--- src/rtl/axi_read_arbiter.sv ---
// axi_read_arbiter
// Shares one AXI read slave port between two read masters (M0, M1).
// Round-robin per burst; the grant is held from AR acceptance until the
// RLAST handshake, and R beats are steered back by that held grant because
// the slave only returns the low ID nibble.
// Optional feature: define ARB_TIMEOUT_EN to add a watchdog that ends a
// stalled burst with a SLVERR beat to the granted master.
module axi_read_arbiter #(
  parameter int ID_W        = 4,
  parameter int ADDR_W      = 32,
  parameter int DATA_W      = 32,
  parameter int TIMEOUT_CYC = 16
) (
  input  logic                clk,
  input  logic                rst,
  // master 0 read port
  input  logic [ID_W-1:0]     ARID_M0,
  input  logic [ADDR_W-1:0]   ARADDR_M0,
  input  logic [3:0]          ARLEN_M0,
  input  logic [2:0]          ARSIZE_M0,
  input  logic [1:0]          ARBURST_M0,
  input  logic                ARVALID_M0,
  output logic                ARREADY_M0,
  output logic [ID_W-1:0]     RID_M0,
  output logic [DATA_W-1:0]   RDATA_M0,
  output logic [1:0]          RRESP_M0,
  output logic                RLAST_M0,
  output logic                RVALID_M0,
  input  logic                RREADY_M0,
  // master 1 read port
  input  logic [ID_W-1:0]     ARID_M1,
  input  logic [ADDR_W-1:0]   ARADDR_M1,
  input  logic [3:0]          ARLEN_M1,
  input  logic [2:0]          ARSIZE_M1,
  input  logic [1:0]          ARBURST_M1,
  input  logic                ARVALID_M1,
  output logic                ARREADY_M1,
  output logic [ID_W-1:0]     RID_M1,
  output logic [DATA_W-1:0]   RDATA_M1,
  output logic [1:0]          RRESP_M1,
  output logic                RLAST_M1,
  output logic                RVALID_M1,
  input  logic                RREADY_M1,
  // shared slave read port
  output logic [ID_W+3:0]     ARID_S,
  output logic [ADDR_W-1:0]   ARADDR_S,
  output logic [3:0]          ARLEN_S,
  output logic [2:0]          ARSIZE_S,
  output logic [1:0]          ARBURST_S,
  output logic                ARVALID_S,
  input  logic                ARREADY_S,
  input  logic [ID_W+3:0]     RID_S,
  input  logic [DATA_W-1:0]   RDATA_S,
  input  logic [1:0]          RRESP_S,
  input  logic                RLAST_S,
  input  logic                RVALID_S,
  output logic                RREADY_S
);

`ifdef ARB_TIMEOUT_EN
  typedef enum logic [1:0] {IDLE, ADDR, DATA, TERR} state_t;
`else
  typedef enum logic [1:0] {IDLE, ADDR, DATA} state_t;
`endif

  localparam int CNT_W = $clog2(TIMEOUT_CYC + 1);

  state_t              state, state_nxt;
  logic                grant;
  logic                prio;
  logic [ID_W-1:0]     ar_id;
  logic [ADDR_W-1:0]   ar_addr;
  logic [3:0]          ar_len;
  logic [2:0]          ar_size;
  logic [1:0]          ar_burst;

  logic                win;
  logic                accept;
  logic                flip_prio;
  logic                r_hs;
  logic                tmo_hit;
  logic                unused_rid;

  // Only the low nibble of the slave ID belongs to the master.
  assign unused_rid = ^RID_S[ID_W+3:ID_W];

  // The slave AR channel always presents the latched request fields.
  assign ARID_S    = {4'(grant), ar_id};
  assign ARADDR_S  = ar_addr;
  assign ARLEN_S   = ar_len;
  assign ARSIZE_S  = ar_size;
  assign ARBURST_S = ar_burst;

  // Round-robin pick: a lone requester wins; on a tie the pointer decides.
  assign win = (ARVALID_M0 && ARVALID_M1) ? prio : ARVALID_M1;

  // State register, grant/pointer and latched AR fields.
  always_ff @(posedge clk) begin
    if (!rst) begin
      state    <= IDLE;
      grant    <= 1'b0;
      prio     <= 1'b0;
      ar_id    <= '0;
      ar_addr  <= '0;
      ar_len   <= '0;
      ar_size  <= '0;
      ar_burst <= '0;
    end else begin
      state <= state_nxt;
      if (accept) begin
        grant    <= win;
        ar_id    <= win ? ARID_M1    : ARID_M0;
        ar_addr  <= win ? ARADDR_M1  : ARADDR_M0;
        ar_len   <= win ? ARLEN_M1   : ARLEN_M0;
        ar_size  <= win ? ARSIZE_M1  : ARSIZE_M0;
        ar_burst <= win ? ARBURST_M1 : ARBURST_M0;
      end
      if (flip_prio) begin
        prio <= ~grant;
      end
    end
  end

`ifdef ARB_TIMEOUT_EN
  logic [CNT_W-1:0] tmo_cnt;

  assign tmo_hit = (state == ADDR || state == DATA) &&
                   (tmo_cnt == CNT_W'(TIMEOUT_CYC));

  // Watchdog: counts stalled cycles in ADDR/DATA, cleared by any progress.
  always_ff @(posedge clk) begin
    if (!rst) begin
      tmo_cnt <= '0;
    end else begin
      case (state)
        ADDR:    tmo_cnt <= ARREADY_S ? '0 : tmo_cnt + 1'b1;
        DATA:    tmo_cnt <= r_hs ? '0 : tmo_cnt + 1'b1;
        default: tmo_cnt <= '0;
      endcase
    end
  end
`else
  logic [CNT_W-1:0] unused_tmo;

  assign unused_tmo = CNT_W'(TIMEOUT_CYC);
  assign tmo_hit    = 1'b0;
`endif

  // Next-state logic, AR handshakes and R-channel steering.
  always_comb begin
    state_nxt  = state;
    accept     = 1'b0;
    flip_prio  = 1'b0;
    r_hs       = 1'b0;
    ARREADY_M0 = 1'b0;
    ARREADY_M1 = 1'b0;
    ARVALID_S  = 1'b0;
    RREADY_S   = 1'b0;
    RID_M0     = '0;
    RDATA_M0   = '0;
    RRESP_M0   = '0;
    RLAST_M0   = 1'b0;
    RVALID_M0  = 1'b0;
    RID_M1     = '0;
    RDATA_M1   = '0;
    RRESP_M1   = '0;
    RLAST_M1   = 1'b0;
    RVALID_M1  = 1'b0;

    if (rst) begin
      case (state)
        IDLE: begin
          if (ARVALID_M0 || ARVALID_M1) begin
            accept     = 1'b1;
            ARREADY_M0 = ~win;
            ARREADY_M1 = win;
            state_nxt  = ADDR;
          end
        end
        ADDR: begin
          if (tmo_hit) begin
`ifdef ARB_TIMEOUT_EN
            state_nxt = TERR;
`endif
          end else begin
            ARVALID_S = 1'b1;
            if (ARREADY_S) begin
              state_nxt = DATA;
            end
          end
        end
        DATA: begin
          if (tmo_hit) begin
`ifdef ARB_TIMEOUT_EN
            state_nxt = TERR;
`endif
          end else begin
            RREADY_S = grant ? RREADY_M1 : RREADY_M0;
            r_hs     = RVALID_S && RREADY_S;
            if (grant) begin
              RID_M1    = RID_S[ID_W-1:0];
              RDATA_M1  = RDATA_S;
              RRESP_M1  = RRESP_S;
              RLAST_M1  = RLAST_S;
              RVALID_M1 = RVALID_S;
            end else begin
              RID_M0    = RID_S[ID_W-1:0];
              RDATA_M0  = RDATA_S;
              RRESP_M0  = RRESP_S;
              RLAST_M0  = RLAST_S;
              RVALID_M0 = RVALID_S;
            end
            if (r_hs && RLAST_S) begin
              flip_prio = 1'b1;
              state_nxt = IDLE;
            end
          end
        end
`ifdef ARB_TIMEOUT_EN
        TERR: begin
          if (grant) begin
            RID_M1    = ar_id;
            RRESP_M1  = 2'b10;
            RLAST_M1  = 1'b1;
            RVALID_M1 = 1'b1;
          end else begin
            RID_M0    = ar_id;
            RRESP_M0  = 2'b10;
            RLAST_M0  = 1'b1;
            RVALID_M0 = 1'b1;
          end
          if (grant ? RREADY_M1 : RREADY_M0) begin
            flip_prio = 1'b1;
            state_nxt = IDLE;
          end
        end
`endif
        default: state_nxt = IDLE;
      endcase
    end
  end

endmodule
--- config.mk ---
export PLATFORM = sky130hd
export DESIGN_NAME = axi_read_arbiter
export DESIGN_NICKNAME = d
export VERILOG_FILES = /design/src/rtl/axi_read_arbiter.sv
export SDC_FILE = /design/constraint.sdc
export NUM_CORES = 1
export LEC_CHECK = 0
export ABC_AREA = 0
export BUFFER_PORTS_ARGS = -buffer_cell sky130_fd_sc_hd__buf_2
export CORE_AREA = 5 5 104 106
export DETAILED_ROUTE_END_ITERATION = 12
export DIE_AREA = 0 0 109 111
export PLACE_DENSITY = 0.65
export REMOVE_ABC_BUFFERS = 1
export SLEW_MARGIN = 5
export SYNTH_ARGS = -nofsm -noshare
export SYNTH_HDL_FRONTEND = slang
export SYNTH_SLANG_ARGS = --single-unit
--- constraint.sdc ---
create_clock -name clk -period 2.7 [get_ports clk]
set_input_delay 0.27 -clock clk [delete_from_list [all_inputs] [get_ports clk]]
set_output_delay 0.27 -clock clk [all_outputs]
set_load 0.05 [all_outputs]
# Word-level counts from Yosys, hierarchy flattened
# Index checks and enable logic that the tools add are counted.
classes:
  n_addsub: 0
  multipliers: 0
  div: 0
  order_cmp: 0
  eq_ne: 5
  n_shift: 0
  muxes: 57
  n_bitwise: 2
  reduce_logical: 6
op_table:
  columns: ["op", "n"]
  rows:
  - ["two-way mux 32 bit", 7]
  - ["two-way mux 4 bit", 8]
  - ["two-way mux 1 bit", 30]
  - ["two-way mux 2 bit", 10]
  - ["inequality test 2 bit, second input constant", 3]
  - ["case mux 2 bit (3 select lines)", 1]
  - ["logical AND 1 bit", 3]
  - ["two-way mux 3 bit", 1]
  - ["AND reduction 3 bit", 1]
  - ["== test 2 x 1 -> 1 bit, second input constant", 1]
  - ["== test 2 bit, second input constant", 1]
  - ["zero test 2 bit", 1]
  - ["inverter 1 bit", 2]
  - ["logical OR 1 bit", 1]
totals:
  ff_bits: 49
  latch_bits: 0
  ramBits: 0
  romBits: 0
  input_bits: 141
  out_inout_bits: 133
  wordCells: 78
  n_memories: 0

# Longest topological paths before layout
# Gate-level depths: netlist of run 1.
depth:
  ltp_word: 6
  ltp_mapped: 6
  depth_no_buf: 4

# Least setup slack after synthesis of run 1
# No wires, ideal clock.
synth_path:
  path_kind: "flip-flop to output port"
  start: "register prio"
  end: "output port ARREADY_M1"
  t_arrival_ns: 1.904
  t_required_ns: 2.430
  setup_slack_ns: 0.526
  path_stages_with_launch: 6
  path_buffers: 2
  cell_sequence: "dfxtp_1 -> nand2b_1 -> nand2_1 -> buf_2 -> clkbuf_1 -> nor3_1"
synth_via:
  elab_chain_cells: 4
synth_rtl:
  columns: ["item", "line", "source"]
  rows:
  - ["start, declared", "70", "logic prio;"]
  - ["start signal, assigned", "119", "prio <= ~grant;"]
  - ["two-way mux 1 bit", "95", "assign win = (ARVALID_M0 && ARVALID_M1) ? prio : ARVALID_M1;"]
  - ["two-way mux 1 bit", "173", "if (ARVALID_M0 || ARVALID_M1) begin"]
  - ["two-way mux 1 bit", "171", "case (state)"]
  - ["two-way mux 1 bit", "170", "if (rst) begin"]
  - ["end, declared", "37", "output logic ARREADY_M1,"]
# No other way between the ends.

# Worst setup path after layout of run 1
layout_path:
  start: "register state[1]"
  end: "output port RDATA_M1[30]"
layout_via:
  elab_chain_cells: 3
layout_rtl:
  columns: ["item", "line", "source"]
  rows:
  - ["start, declared", "68", "state_t state, state_nxt;"]
  - ["start signal, assigned", "109", "state <= state_nxt;"]
  - ["== test 2 bit", "171", null]
  - ["two-way mux 32 bit", "171", null]
  - ["two-way mux 32 bit", "170", null]
  - ["end, declared", "39", "output logic [DATA_W-1:0] RDATA_M1,"]
# No other way between the ends.

==> flow_summary.yaml, run 1 <==
worst_setup_path:
  worst-setup-path-type: "reg2out"
  reg2reg_setup_slack_ps: 810
  r2r_cells: 5
  critPathCaptureType: "output port"
  crit_path_max_incr_delay_ps: 520
  crit_fanout: 38
  worst_ep_arrival_time_ps: 1800
  r2r-end: "ARADDR_S[8]$_SDFFE_PN0P_"
  worstPathRequired_ps: 2430
  start_kind: "flop"
  cp_cell_sequence: "and3_1 -> buf_4 -> and2_1 -> buf_2"
  worst_path_max_delay_cell: "dfxtp_1"
  timing.rr.start: "state[0]$_SDFFE_PN0P_"
detailed_routing:
  drc: 0
  wl_um: 11400
  vias: 3402
  ant_nets: 0
  first_pass_iters: 4
  drt_iter0_markers: 184
  viasPerCell: 4.58
  wl_per_cell_um: 15.4
sta:
  setup_violations: 0
  worst_slew_pin_slew_ps: 728
  period_needed_ps: 2070
  period_share_pct: 76.8
  fin_skew_ps: 18.8
  slew_viol_final: 0
  slew_headroom_pct: 51.4
  finalHoldViolCount: 0
  rsz0062_at_grt: "false"
  fmax_mhz: 482
placement:
  dp_hpwl_um: 9400
  globalplace.congestion: 0.791
  place_inst: 733
  portBuffers: 266
  placed_area_um2: 4160
floorplan:
  pin_count: 274
  core_area_um2: 9680
  die_y_um: 111
  start_util_pct: 28.2
  die-area_um2: 12100
  fp-row-count: 36
  die_w_um: 109
layout:
  areaGrowthSynthToFinish_pct: 55.8
  layout.nets: 748
  multi_input_area_um2: 1600
  nFillCells: 1019
  final_common_cell: "buf_2"
  final_cell_mix: "buf_2, and2_1, dfxtp_1, a21oi_1, nand2_1"
  drive_above_1_share_pct: 48.8
  layout.area.seq_um2: 981
  final_core_util_pct: 43.9
  fin_area_um2: 4250
  fin_cells: 743
cts:
  clk-insertion-delay-late_ps: 300
  cts_root_buffer: "clkbuf_8"
  worst_setup_hold_path_clk_slew_ps: 100
  cts_hold_buf: 0
  clock_path_buffers: 2
  cts_setup_buffers: 0
  cts_tree: "built"
  cts_resized: 0
  numCtsBuffers: 5
  clock-sinks: 49
  cts_max_level: 2
synthesis:
  netlist_area_um2: 2730
  ys_types: 25
  synthesis.instances: 357
  synth_area_per_cell_um2: 7.65
  ys_seq_elements: 49
  yosys_warnings: 0
  yosysSeqAreaShare_pct: 35.9
power:
  p_leak_nw: 2.47
  powerDensity_nw_per_um2: 492
  peakVddDrop_mv: 0.259
grt:
  grtUsageTotal_pct: 17.6
  grt_pass1_vias: 3401
  grt_max_degree: 67
  overflow: 0
  grt_pass1_wl_um: 17000
  antenna_found_initial: 3
worst_hold_path:
  min_from: "ARREADY_S"
  min_to: "state[0]$_SDFFE_PN0P_"
  min_path_type: "in2reg"
  whs_path_depth: 2
run_status:
  status: "complete, no violations"
run:
  maxCapViolCount: 0
-- final cells by class --
| type | count | area share, % |
|---|---|---|
| multi-input cells | 275 | 37.5 |
| well taps | 133 | 3.91 |
| repair buffers | 276 | 33.4 |
| clock buffers | 5 | 1.62 |
| diodes | 3 | 0.176 |
| flip-flops and latches | 49 | 23.1 |
| clock inverters | 2 | 0.324 |
-- layer usage --
| metal | GRT usage, % | part of all wire (%) | vias to the layer above | wire length [µm] |
|---|---|---|---|---|
| met1 | 17.1 | 34 | 1528 | 3910 |
| met5 | 0 | 0 | - | 0 |
| met3 | 4.95 | 10 | 10 | 1170 |
| met4 | 6.73 | 2.4 | 0 | 278 |
| met2 | 34.1 | 53 | 168 | 6070 |
| li1 | - | - | 1696 | - |
-- metrics by stage --
stage                     worst slack (ps)  hold WS, ps  power [W]  TNS (ps)
after floorplan                       -155          370    0.00140      -155
after global placement                 791          444    0.00168         0
after detailed placement               781          449    0.00169         0
after CTS                              637          163    0.00213         0
after global routing                   474          186    0.00221         0
final                                  626          174    0.00209         0
-- synth_stat cells, drive strengths merged --
library cell	n	area, µm²
a21boi	1	7.51
clkbuf	21	78.8
and2	82	513
o21ai	45	225
mux2i	21	210
and3	1	6.26
nand2b	4	25.0
dfxtp	49	981
nor3	2	15.0
nor2	6	22.5
nand3	19	95.1
a21oi	52	298
nor2b	1	6.26
or3	3	18.8
buf	14	86.3
o31ai	1	7.51
o22ai	1	6.26
conb	1	3.75
nand2	33	124
-- worst max path at each step --
stage,endpoint,start
2_1_floorplan,ARREADY_M1,prio$_SDFFE_PN0P_
3_3_place_gp,ARADDR_S[11]$_SDFFE_PN0P_,rst
3_5_place_dp,ARADDR_S[11]$_SDFFE_PN0P_,rst
4_1_cts,ARREADY_M0,state[0]$_SDFFE_PN0P_
5_1_grt,RDATA_M1[27],state[1]$_SDFFE_PN0P_
6_report,RDATA_M1[30],state[1]$_SDFFE_PN0P_
-- power breakdown --
group	internal [W]	switching, W	leakage (nW)
clock network	0.000180	0.000247	0.0444
registers	0.000806	0.0000446	0.405
logic	0.000230	0.000585	2.02
-- kinds of logic after synthesis --
logic type	synth area share (%)
DFF	35.9
buffers and inverters	6.05
and+or+nand+nor	30.2
other	0.137
AOI/OAI and AO/OA	19.9
muxes	7.70
-- flip-flops by register name (all words and copies together), names as in the netlist --
register / flops
prio: 1
ARLEN_S: 4
ARSIZE_S: 3
ARADDR_S: 32
state: 2
ar_id: 4
grant: 1
ARBURST_S: 2
-- worst max-delay path: cells and delay by family (launching register included) --
kind          cells  cell delay [ps]
buf+inv           2              540
flops             1              520
simple gates      2              420
Note: power is estimated with default switching activity, not from simulation.
==> run 2: changes to the inputs <==
Settings changed: CORE_AREA 5 5 104 106 to 5 5 103 105, DIE_AREA 0 0 109 111 to 0 0 108 110, PLACE_DENSITY 0.65 to 0.68.
Clock period 2.7 ns to 1.9 ns, I/O delays scaled along.
==> flow_summary.yaml, run 2 (synthesis gave the netlist of run 1 again) <==
grt:
  grtUsageTotal_pct: 18.2
  grt_max_degree: 48
  grt_pass1_wl_um: 16900
  antenna_found_initial: 6
  overflow: 0
  grt_pass1_vias: 3348
worst_setup_path:
  worst-setup-path-type: "reg2out"
  critPathBufInv: 2
  crit_family: "simple AND/OR/NAND/NOR gates"
  worstPathRequired_ps: 1710
  crit_fanout: 40
  start_kind: "flop"
  cp_cell_sequence: "nor2b_2 -> nand2_1 -> nor2_2 -> buf_12 -> and2_1 -> buf_4"
  worst_path_max_delay_cell: "dfxtp_1"
  critPathCaptureType: "output port"
  crit_path_max_incr_delay_ps: 370
  worst_ep_arrival_time_ps: 1620
layout:
  fin_area_um2: 4520
  final_core_util_pct: 47.3
  final_common_cell: "buf_2"
  fin_cells: 748
  final_cell_mix: "buf_2, and2_1, dfxtp_1, buf_4, a21oi_1"
  drive_above_1_share_pct: 49.6
  layout.nets: 749
  largest_reg_flops: 32
  areaGrowthSynthToFinish_pct: 65.5
detailed_routing:
  wl_um: 12100
  ant_nets: 0
  drt_iter0_markers: 171
  drc: 0
  viasPerCell: 4.53
  first_pass_iters: 4
  wl_per_cell_um: 16.2
  vias: 3388
run_status:
  status: "complete, no violations"
cts:
  cts_setup_buffers: 0
  cts_hold_buf: 0
  worst_setup_hold_path_clk_slew_ps: 80
  clock-sinks: 49
  clock_path_buffers: 2
  numCtsBuffers: 5
  cts_max_level: 2
  clk-insertion-delay-late_ps: 310
  cts_tree: "built"
  cts_root_buffer: "clkbuf_8"
power:
  powerDensity_nw_per_um2: 670
  pwr-share-comb_pct: 39.6
  p_clk_share_pct: 20.5
  seqPwrFrac_pct: 39.9
  power_w: 0.00303
  p_sw_share_pct: 41.6
  switchingPower_w: 0.00126
  intPower_w: 0.00177
  peakVddDrop_mv: 0.481
  p_leak_nw: 2.47
floorplan:
  die_y_um: 110
  die_w_um: 108
  fp-row-count: 36
  pin_count: 274
  start_util_pct: 28.6
  die-area_um2: 11900
  core_area_um2: 9550
sta:
  setup_violations: 0
  fmax_mhz: 552
  worst_slack_ps: 89.4
  finalHoldViolCount: 0
  slew_viol_final: 0
  period_needed_ps: 1810
  fin_skew_ps: 12.0
  period_share_pct: 95.3
placement:
  placed_area_um2: 4230
  dp_hpwl_um: 9620
  place_inst: 734
  dp_slack_ps: 251
  globalplace.congestion: 0.776
  portBuffers: 266
worst_hold_path:
  min_path_type: "in2reg"
run:
  maxCapViolCount: 0
==> run 2: repair_timing <==
action	in CTS	in global routing
resized for setup	44	31
setup endpoints to repair	75	76
pin swaps	0	0
endpoints found under the hold margin	0	0
==> run 2: power groups by stage <==
| stage | registers, W | clock network (W) | logic [W] |
|---|---|---|---|
| 3_5_place_dp | 0.00123 | 0 | 0.00119 |
| 2_1_floorplan | 0.00162 | 0 | 0.000372 |
| 3_3_place_gp | 0.00122 | 0 | 0.00117 |
| 6_report | 0.00121 | 0.000621 | 0.00120 |
| 5_1_grt | 0.00123 | 0.000703 | 0.00128 |
| 4_1_cts | 0.00121 | 0.000650 | 0.00120 |
==> run 2: worst paths after layout <==
kind / startpoint / slack [ps] / cells past startpoint / to
setup reg to reg: state[0]$_SDFFE_PN0P_ / 410 / 5 / ARADDR_S[1]$_SDFFE_PN0P_
hold / removal: ARREADY_S / 90 / 2 / state[0]$_SDFFE_PN0P_
hold reg to reg: ARBURST_S[1]$_SDFFE_PN0P_ / 460 / 2 / ARBURST_S[1]$_SDFFE_PN0P_
setup / recovery: state[0]$_SDFFE_PN0P_ / 90 / 6 / RDATA_M0[3]
==> run 2: final cells by class <==
| cell class | count | area, µm² |
|---|---|---|
| Antenna cell | 6 | 15.0 |
| Clock buffer | 6 | 72.6 |
| Clock inverter | 2 | 13.8 |
| Fill cell | 963 | 5030 |
| Multi-Input combinational cell | 275 | 1620 |
| Sequential cell | 49 | 982 |
| Tap cell | 133 | 166 |
| Timing Repair Buffer | 277 | 1650 |
==> run 2: per-stage QoR <==
| step | setup TNS, ps | hold slack (ps) |
|---|---|---|
| finish | 0 | 89.8 |
| global route | -31.5 | 83.2 |
| CTS | 0 | 75.7 |
| detailed placement | 0 | 403 |
| global placement | 0 | 396 |
| floorplan | -24120 | 290 |
==> run 2: metal layers <==
metal | GRT usage [%] | wire [µm] | vias to the layer above
met2 | 32.7 | 6290 | 167
met3 | 6.23 | 1170 | 16
met5 | 0 | 0 | -
li1 | - | - | 1697
met4 | 8.48 | 312 | 0
met1 | 19.1 | 4310 | 1508
==> run 3: changes to the inputs <==
Settings changed: RECOVER_POWER set to 25.
==> flow_summary.yaml, run 3 (synthesis gave the netlist of run 1 again) <==
floorplan:
  fp-row-count: 36
  die-area_um2: 11900
  die_w_um: 108
  core_area_um2: 9550
  start_util_pct: 28.6
  die_y_um: 110
  pin_count: 274
grt:
  antenna_found_initial: 6
  grtUsageTotal_pct: 18.2
  grt.met3_usage_pct: 6.23
  grtUsageMet1_pct: 19.1
  grt.busiest_layer: "met2"
  grt_util_met2_pct: 32.7
  overflow: 0
  grt_max_degree: 48
  grt_pass1_wl_um: 16900
  grt_pass1_vias: 3348
detailed_routing:
  wl_um: 12100
  drc: 0
  ant_nets: 0
  wl_per_cell_um: 16.2
  viasPerCell: 4.54
  drt_iter0_markers: 176
  first_pass_iters: 4
  vias: 3396
worst_setup_path:
  cp_cell_sequence: "nor2b_2 -> nand2_1 -> nor2_2 -> buf_12 -> and2_1 -> buf_4"
  start_kind: "flop"
  crit_cells: 6
  r2r_cells: 5
  critPathCaptureType: "output port"
  crit_family: "simple AND/OR/NAND/NOR gates"
  worst_path_max_delay_cell: "dfxtp_1"
  crit_path_max_incr_delay_ps: 360
  worstPathRequired_ps: 1710
  worst_ep_arrival_time_ps: 1620
  critPathBufInv: 2
  crit_fanout: 40
  worst-setup-path-type: "reg2out"
  timing.rr.start: "state[0]$_SDFFE_PN0P_"
  crit_start: "state[0]$_SDFFE_PN0P_"
cts:
  worst_setup_hold_path_clk_slew_ps: 80
  numCtsBuffers: 5
  cts_max_level: 2
  cts_root_buffer: "clkbuf_8"
  clock-sinks: 49
  cts_tree: "built"
  cts_setup_buffers: 0
  clk-insertion-delay-late_ps: 310
  clock_path_buffers: 2
sta:
  fin_hold_ws_ps: 89.3
  fin_skew_ps: 13.2
  finalHoldViolCount: 0
  slew_headroom_pct: 57.6
  period_share_pct: 95.3
  setup_violations: 0
  worst_slew_pin_slew_ps: 638
  period_needed_ps: 1810
  fmax_mhz: 552
  slew_viol_final: 0
worst_hold_path:
  min_from: "ARREADY_S"
  whs_path_depth: 2
  min_path_type: "in2reg"
run:
  maxCapViolCount: 0
layout:
  largest_reg_flops: 32
  nFillCells: 981
  final_core_util_pct: 46.8
  fin_area_um2: 4460
  layout.nets: 749
  final_common_cell: "buf_2"
  areaGrowthSynthToFinish_pct: 63.5
  drive_above_1_share_pct: 42.5
  final_cell_mix: "buf_2, and2_1, dfxtp_1, buf_4, clkbuf_1"
power:
  seqPwrFrac_pct: 40.3
  p_clk_share_pct: 20.8
  powerDensity_nw_per_um2: 673
  intPower_w: 0.00174
  p_sw_share_pct: 42.1
  switchingPower_w: 0.00127
  pwr-share-comb_pct: 38.9
  peakVddDrop_mv: 0.479
  p_leak_nw: 2.30
placement:
  placed_area_um2: 4230
  portBuffers: 266
  dp_hpwl_um: 9620
  globalplace.congestion: 0.776
run_status:
  status: "complete, no violations"
## run 3: repair_timing
action,4_1_cts,5_1_grt
hold buffers,0,0
setup endpoints to repair,75,76
resized for setup,44,31
## run 3: area by class of cell
cell class                 count  area (µm²)  area share (%)
timing repair buffer         277        1600            35.8
sequential                    49         982            22.0
clock inverter                 2        13.8           0.308
antenna                        6        15.0           0.336
multi-input combinational    275        1620            36.2
clock buffer                   6        72.6            1.63
tap                          133         166            3.73
## run 3: routing by layer
layer  vias up  routed length [µm]
li1       1695                   -
met1      1521                4380
met2       164                6310
met3        16                1120
met4         0                 312
met5         -                   0
## run 3: final timing paths
| path | slack, ps | to |
|---|---|---|
| max | 90 | RDATA_M0[3] |
| min | 90 | state[0]$_SDFFE_PN0P_ |
| max reg2reg | 410 | ARADDR_S[1]$_SDFFE_PN0P_ |
| min reg2reg | 460 | ARBURST_S[1]$_SDFFE_PN0P_ |
## run 3: metrics by stage
step / setup slack (ps) / instances / power [W] / TNS [ps]
after floorplan: -875 / 324 / 0.00199 / -24120
after detailed placement: 251 / 734 / 0.00241 / 0
final: 89.4 / 748 / 0.00300 / 0
after global routing: -27.1 / 748 / 0.00318 / -31.5
after CTS: 17.1 / 742 / 0.00306 / 0
after global placement: 251 / 734 / 0.00239 / 0
## run 3: power groups by stage
stage,registers [W],logic [W],clock network (W)
2_1_floorplan,0.00162,0.000372,0
3_3_place_gp,0.00122,0.00117,0
3_5_place_dp,0.00123,0.00119,0
4_1_cts,0.00121,0.00120,0.000650
5_1_grt,0.00123,0.00125,0.000703
6_report,0.00121,0.00117,0.000625
